==> src/rtl/serial_pkg.sv <==
// serial_pkg: shared state encoding, parity modes and bit-period default for the serial transmitter/receiver pair
package serial_pkg;
  typedef enum logic [2:0] {IDLE, START, DATA, PARITY, STOP, WAIT_IDLE} serial_state_t;
  localparam bit PAR_EVEN = 1'b0;
  localparam bit PAR_ODD = 1'b1;
  localparam int DEFAULT_CLKS_PER_BIT = 16;
endpackage

==> src/rtl/rx_sync.sv <==
// rx_sync: 2-flop synchroniser plus falling-edge detect; ports clk, rst (async high), rx in, rx_s synced line, fall = 1->0 on rx_s
module rx_sync (
  input  logic clk,
  input  logic rst,
  input  logic rx,
  output logic rx_s,
  output logic fall
);
  logic meta, prev;
  always_ff @(posedge clk or posedge rst)
    if (rst) {meta, rx_s, prev} <= 3'b111;
    else {meta, rx_s, prev} <= {rx, meta, rx_s};
  assign fall = prev & ~rx_s;
endmodule

==> src/rtl/serial_receiver.sv <==
// serial_receiver: deserialises idle-high start/LSB-first/parity/stop frames; ports wb_clk, wb_rst (async high), rx line, ack in; data_out, valid, frame_err, parity_err, overrun (sticky), busy out
module serial_receiver
  import serial_pkg::*;
#(
  parameter int DATA_WIDTH = 8,
  parameter int CLKS_PER_BIT = DEFAULT_CLKS_PER_BIT,
  parameter bit PARITY_EN = 1'b1,
  parameter bit PARITY_ODD = PAR_EVEN
) (
  input  logic                  wb_clk,
  input  logic                  wb_rst,
  input  logic                  rx,
  input  logic                  ack,
  output logic [DATA_WIDTH-1:0] data_out,
  output logic                  valid,
  output logic                  frame_err,
  output logic                  parity_err,
  output logic                  overrun,
  output logic                  busy
);
  localparam int CW = $clog2(CLKS_PER_BIT);
  localparam int BW = $clog2(DATA_WIDTH + 1);
  localparam logic [CW-1:0] HALF = CW'(CLKS_PER_BIT / 2 - 1);
  localparam logic [CW-1:0] FULL = CW'(CLKS_PER_BIT - 1);
  localparam logic [BW-1:0] LAST = BW'(DATA_WIDTH - 1);
  serial_state_t state;
  logic [CW-1:0] clk_cnt;
  logic [BW-1:0] bit_cnt;
  logic [DATA_WIDTH-1:0] shift_reg;
  logic par_bad, rx_s, fall, tick;
  rx_sync u_sync (.clk(wb_clk), .rst(wb_rst), .rx(rx), .rx_s(rx_s), .fall(fall));
  // START waits half a bit to land mid start bit; every later sample is a full bit on
  assign tick = clk_cnt == (state == START ? HALF : FULL);
  always_ff @(posedge wb_clk or posedge wb_rst)
    if (wb_rst) begin
      state <= IDLE;
      clk_cnt <= '0;
      bit_cnt <= '0;
      shift_reg <= '0;
      par_bad <= 1'b0;
      data_out <= '0;
      valid <= 1'b0;
      frame_err <= 1'b0;
      parity_err <= 1'b0;
      overrun <= 1'b0;
      busy <= 1'b0;
    end else begin
      // a completion later in this block overrides these clears
      if (ack && valid) begin
        valid <= 1'b0;
        overrun <= 1'b0;
      end
      clk_cnt <= (tick || state == IDLE || state == WAIT_IDLE) ? '0 : clk_cnt + CW'(1);
      case (state)
        IDLE: if (fall) begin
          state <= START;
          busy <= 1'b1;
        end
        START: if (tick) begin
          bit_cnt <= '0;
          state <= rx_s ? IDLE : DATA;
          busy <= ~rx_s;
        end
        DATA: if (tick) begin
          shift_reg <= {rx_s, shift_reg[DATA_WIDTH-1:1]};
          bit_cnt <= bit_cnt + BW'(1);
          if (bit_cnt == LAST) state <= PARITY_EN ? PARITY : STOP;
        end
        PARITY: if (tick) begin
          par_bad <= (^shift_reg ^ rx_s) != PARITY_ODD;
          state <= STOP;
        end
        STOP: if (tick) begin
          if (!valid || ack) begin
            data_out <= shift_reg;
            frame_err <= ~rx_s;
            parity_err <= PARITY_EN && par_bad;
            valid <= 1'b1;
          end else overrun <= 1'b1;
          // a low stop bit may be a break; hold off until the line returns high
          state <= rx_s ? IDLE : WAIT_IDLE;
          busy <= ~rx_s;
        end
        WAIT_IDLE: if (rx_s) begin
          state <= IDLE;
          busy <= 1'b0;
        end
        default: begin
          state <= IDLE;
          busy <= 1'b0;
        end
      endcase
    end
endmodule

==> config.mk <==
export PLATFORM = sky130hd
export DESIGN_NAME = serial_receiver
export DESIGN_NICKNAME = d
export VERILOG_FILES = /design/src/rtl/serial_pkg.sv /design/src/rtl/rx_sync.sv /design/src/rtl/serial_receiver.sv
export SDC_FILE = /design/constraint.sdc
export NUM_CORES = 1
export LEC_CHECK = 0
export ABC_AREA = 1
export CORE_UTILIZATION = 60
export CTS_CLUSTER_SIZE = 16
export DETAILED_ROUTE_END_ITERATION = 7
export PLACE_DENSITY = 0.94
export SYNTH_ARGS = -nofsm -noshare
export SYNTH_HDL_FRONTEND = slang
export SYNTH_SLANG_ARGS = --single-unit
==> constraint.sdc <==
create_clock -name wb_clk -period 2.83 [get_ports wb_clk]
set_input_delay 0.283 -clock wb_clk [delete_from_list [all_inputs] [get_ports wb_clk]]
set_output_delay 0.283 -clock wb_clk [all_outputs]
set_load 0.05 [all_outputs]
Word-level counts from Yosys, hierarchy flattened

Cells that the tools add are included.

Logic and storage cells: 78
Input bits: 4
Output and inout bits: 13
Bits in registers: 36

Mux-type cells: 27
Add/subtract/negate cells: 2
Eq/ne operators: 15
Bitwise logic cells: 4
Reduce and logical (&&, ||, !) cells: 16

Operators with widths:

| kind                                                  | number |
|---|---|
| 2-to-1 mux 3 bit                                      | 8 |
| case mux 3 bit (6 select lines)                       | 1 |
| 2-to-1 mux 4 bit                                      | 4 |
| inequality test 2 bit, second input constant          | 6 |
| 2-to-1 mux 1 bit                                      | 11 |
| adder 4 x 1 -> 4 bit, second input constant           | 2 |
| case mux 4 bit (2 select lines)                       | 1 |
| parity 8 bit                                          | 1 |
| AND reduction 7 bit                                   | 1 |
| == test 3 x 2 -> 1 bit, second input constant         | 2 |
| == test 3 bit, second input constant                  | 2 |
| AND reduction 3 bit                                   | 2 |
| == test 4 x 3 -> 1 bit, second input constant         | 1 |
| == test 4 bit                                         | 1 |
| inequality test 2 x 1 -> 1 bit, second input constant | 2 |
| case mux 1 bit (4 select lines)                       | 1 |
| AND reduction 2 bit                                   | 2 |
| AND reduction 4 bit                                   | 1 |
| OR reduction 2 bit                                    | 2 |
| == test 3 x 1 -> 1 bit, second input constant         | 1 |
| logical NOT 3 bit                                     | 1 |
| logical OR 1 bit                                      | 3 |
| 2-to-1 mux 2 bit                                      | 1 |
| NOT 1 bit                                             | 2 |
| other kinds (5)                                       | 5 |

Depth between registers and ports, before layout

Word-level depth: 6
Depth in mapped cells: 9
Mapped depth without buffers: 9

Hierarchy

From an unflattened synthesis, not the netlist that was laid out.

Cell total of the unflattened synthesis: 224
Area, all modules: 1810.5 um2

By module, submodules not included:

| module          | seq. area each (um2) | area an instance (um2) | instances | cells each |
|---|---|---|---|---|
| serial_receiver | 825.8                | 1717.9                 | 1         | 218 |
| rx_sync         | 78.8                 | 92.6                   | 1         | 6 |

Least setup slack after synthesis

No wires, ideal clock.

Path kind: register to register
Start: register state[2]
End: register parity_err
Arrival time: 1291 ps
Setup slack: 1420 ps
Clock period less this slack: 1410 ps
Buffers on the path: 1
Required time: 2711 ps
Setup time: 119 ps
Cell stages (with the launch flop): 10
Cell sequence: dfrtp_1 > inv_2 > nand3_4 > nand2_4 > nand3_4 > nor2_4 > nand2_4 > buf_6 > nand2_1 > nand2_1

Word-level cells in the longest chain between the ends: 4
Elaborated cells on any way between the ends: 5
Classes of those cells: eq/ne: 3; mux: 1; reduce/logical: 1

Ends and longest elaborated chain:

| item                                   | RTL line              | RTL |
|---|---|---|
| from (decl)                            | serial_receiver.sv:26 | `serial_state_t state;` |
| from (signal assigned)                 | serial_receiver.sv:61 | `state <= rx_s ? IDLE : DATA;` |
| from (signal assigned)                 | serial_receiver.sv:67 | `if (bit_cnt == LAST) state <= PARITY_EN ? PARITY : STOP;` |
| from (signal assigned)                 | serial_receiver.sv:81 | `state <= rx_s ? IDLE : WAIT_IDLE;` |
| == test 3 x 1 -> 1 bit                 | serial_receiver.sv:33 | `assign tick = clk_cnt == (state == START ? HALF : FULL);` |
| 2-to-1 mux 4 bit                       | serial_receiver.sv:33 |  |
| == test 4 bit                          | serial_receiver.sv:33 |  |
| AND reduction 3 bit (no source line) * | -                     |  |
| to (signal assigned)                   | serial_receiver.sv:77 | `parity_err <= PARITY_EN && par_bad;` |
| to (decl)                              | serial_receiver.sv:17 | `output logic parity_err,` |

Every way passes the cells marked *; elsewhere a longest branch is shown, timed or not.
A chain may end at the register's enable or synchronous reset.

Worst setup path after layout

Start: register valid
End: output port valid

RTL lines:

| item                   | RTL line              | RTL |
|---|---|---|
| from (decl)            | serial_receiver.sv:15 | `output logic valid,` |
| from (signal assigned) | serial_receiver.sv:42 | `valid <= 1'b0;` |
| from (signal assigned) | serial_receiver.sv:50 | `valid <= 1'b0;` |
| from (signal assigned) | serial_receiver.sv:78 | `valid <= 1'b1;` |

No word-level cell between the ends.

==> flow_metrics.tcl <==
set metrics [dict create \
    synth_seq_cells 36 \
    dr.max_layer_used "met4" \
    cp.buffers_inverters 1 \
    synth.yosys.warnings 0 \
    place_inst 251 \
    power.share.clock_pct 26.3 \
    synth_simple_gate_area_share_pct 30.6 \
    worst_path_max_delay_cell "sky130_fd_sc_hd__clkdlybuf4s50_1" \
    chipHeight_um 56.7 \
    cpPeakStageDelay_ns 0.80 \
    clock_tree.htree_level_count 2 \
    critical_path.max_fanout 3 \
    p_seq_share_pct 46.4 \
    cts-buffers-inserted 5 \
    path_cells "clkdlybuf4s50_1" \
    criticalPathCategory "reg2out" \
    setup_tns_ns 0 \
    layout_fillers 203 \
    instances_no_fill 259 \
    tightestPinTransition_ns 0.506 \
    placementRows 19 \
    power_switching_share_pct 35.3 \
    placedInstanceArea_um2 1970 \
    design.core.area_um2 2810 \
    syn-cell-area_um2 1800 \
    internal_power_uw 866 \
    report.final.setup_viol 0 \
    syn-num-nets 212 \
    start_util_pct 64.0 \
    ports_placed_on_the_boundary 17 \
    firstDrtPassIters 6 \
    first_global_vias 1341 \
    route.met3.wl_um 190 \
    detailed_routed_wire_length_on_met2_um 1570 \
    violations "design-rule violations" \
    cts.path.max_buffers 2 \
    clock_sink_count 36 \
    dieWidth_um 56.7 \
    slew_headroom_pct 66.2 \
    synth-adder-area-share_pct 1.39 \
    clock.fmax_mhz 553 \
    synth_xor_xnor_area_share_pct 1.46 \
    timing.critical_path.from_type "flop" \
    timing_hold_violations_final 0 \
    clk_pin_slew_ns 0.11 \
    worst_clock_skew_ns 0.0124 \
    synthesis.instances 206 \
    buffer_ports.inserted 16 \
    post_drt_via_cell_ratio 5.51 \
    num-nets-final 233 \
    ant_nets 0 \
    net-switching-power_uw 473 \
    dominant_combinational_cell_family_by_area_after_synthesis "simple AND/OR/NAND/NOR gates" \
    report.final.slew_viol_count 0 \
    ir_worst_vdd_uv 478 \
    avgRoutedWirePerCell_um 12.4 \
    antenna_cells 0 \
    route.layer.met1.wl_um 1370 \
    power_density_nw_per_um2 654 \
    yosys.cell_types.count 26 \
    comb_power_share_pct 27.3 \
    design.die.area_um2 3220 \
    final_area_um2 2050 \
    synthMuxAreaShare_pct 0 \
    cp_data_required_time_ns 2.55 \
    timing.final.crit_period_ns 1.81 \
    min_path_type "in2async" \
    timing.critical_path.max_delay_family "buffers and inverters" \
    finalCritPeriodShare_pct 63.9 \
    complex_gate_fraction_of_the_synthesized_area_pct 9.27 \
    final_layout_size_suffix_gt1_share_pct 15.8 \
    cts_root_buffer "sky130_fd_sc_hd__clkbuf_4" \
    gr-total-overflow 0 \
    antenna_found_initial 0 \
    grt_pass1_wl_um 5530 \
    critPathArrivalTime_ns 1.53 \
    status "complete, but fails checks" \
    p_leak_uw 0.00103 \
    maximum_number_of_pins_on_one_net_before_global_route_repair 37 \
    synth_seq_area_share_pct 50.4 \
    grt_util_all_layers_pct 23.4 \
    synth_area_per_cell_um2 8.72 \
    dp.final_hpwl_um 2300 \
    unrepaired_setup_endpoints_after_global_routing "no" \
    clkLatencyLatePin_ns 0.34 \
    num_vias 1428 \
    area_growth_syn_to_layout_pct 14.1 \
    cts_tree "built" \
    place_congestion 0.909 \
    route.final.wire_length_um 3220 \
    drt_iter0_drc 93 \
    hold_buffers 0 \
    post_cts_resized 0 \
    cts_setup_buffers 0 \
    drv.max_cap_violation_count 0 \
    critical_path.endpoint_type "output pin" \
    post-route-drc-count 2 \
]
## final cells by class
cell class | count | area [µm²] | share of cell area (%)
clock buffer | 5 | 37.5 | 1.83
clock inverter | 3 | 42.5 | 2.08
inverter | 24 | 90.1 | 4.40
multi-input combinational | 143 | 767 | 37.4
sequential | 36 | 905 | 44.2
tap | 31 | 38.8 | 1.89
timing repair buffer | 17 | 168 | 8.19
## per-stage QoR
step / power, µW / setup slack, ns / utilization [%] / hold WS [ns]
3_5_place_dp: 983 / 1.26 / 70.2 / 0.352
5_1_grt: 1420 / 0.951 / 73.0 / 0.310
4_1_cts: 1350 / 1.01 / 73.0 / 0.328
2_1_floorplan: 916 / 1.42 / - / 0.287
6_report: 1340 / 1.02 / 73.0 / 0.327
3_3_place_gp: 970 / 1.27 / 70.2 / 0.352
## kinds of logic after synthesis
family          Yosys count
compound gates           26
xor+xnor                  3
fa+ha+maj                 2
buf+inv                  27
flops                    36
simple gates            112
## cell usage after synthesis (all sizes together)
library cell | number | area share (%)
a21oi | 1 | 0.28
buf | 3 | 1.9
dfrtp | 33 | 46
dfstp | 3 | 4.4
ha | 2 | 1.4
inv | 24 | 5.0
nand2 | 67 | 15
nand3 | 18 | 6.7
nand3b | 1 | 0.42
nand4 | 5 | 2.1
nor2 | 17 | 5.3
nor3 | 2 | 0.56
o21ai | 24 | 8.6
o31ai | 1 | 0.42
or2 | 2 | 0.70
xnor2 | 1 | 0.49
xor2 | 2 | 0.98
## path summary, 6_finish.rpt
kind                              from  depth (start not counted)  slack, ns           to
setup / recovery                 valid                          1       1.02        valid
hold / removal                  wb_rst                          3       0.33    frame_err
setup reg to reg              state[0]                          7       1.21  data_out[5]
hold reg to reg            u_sync.meta                          0       0.35  u_sync.rx_s
max in group asynchronous       wb_rst                          3       2.16  u_sync.meta
min in group wb_clk                 rx                          1       0.35  u_sync.meta
## placed cells by master, fill, tap and decap left out, drive strengths merged
cell type | synthesis | final
nand2 | 67 | 67
dfrtp | 33 | 33
inv | 24 | 24
o21ai | 24 | 24
nand3 | 18 | 18
nor2 | 17 | 17
clkdlybuf4s50 | 0 | 16
clkbuf | 0 | 5
nand4 | 5 | 5
dfstp | 3 | 3
xor2 | 2 | 2
nor3 | 2 | 2
ha | 2 | 2
or2 | 2 | 2
xnor2 | 1 | 1
a21oi | 1 | 1
nand3b | 1 | 1
o31ai | 1 | 1
clkinv | 0 | 1
clkinvlp | 0 | 1
bufinv | 0 | 1
buf | 3 | 1
## routing by layer
| metal | vias up | GRT usage (%) |
|---|---|---|
| met2 | 55 | 38.4 |
| li1 | 700 | - |
| met4 | 0 | 11.8 |
| met3 | 11 | 9.91 |
| met5 | - | 0 |
| met1 | 662 | 25.7 |
## power by group through the flow
stage	registers (µW)	logic [µW]	clock network (µW)
after global placement	629	340	0
after floorplan	631	285	0
final	622	365	352
after global routing	628	406	385
after detailed placement	631	352	0
after CTS	622	361	364
Note: power is estimated with default switching activity, not from simulation.
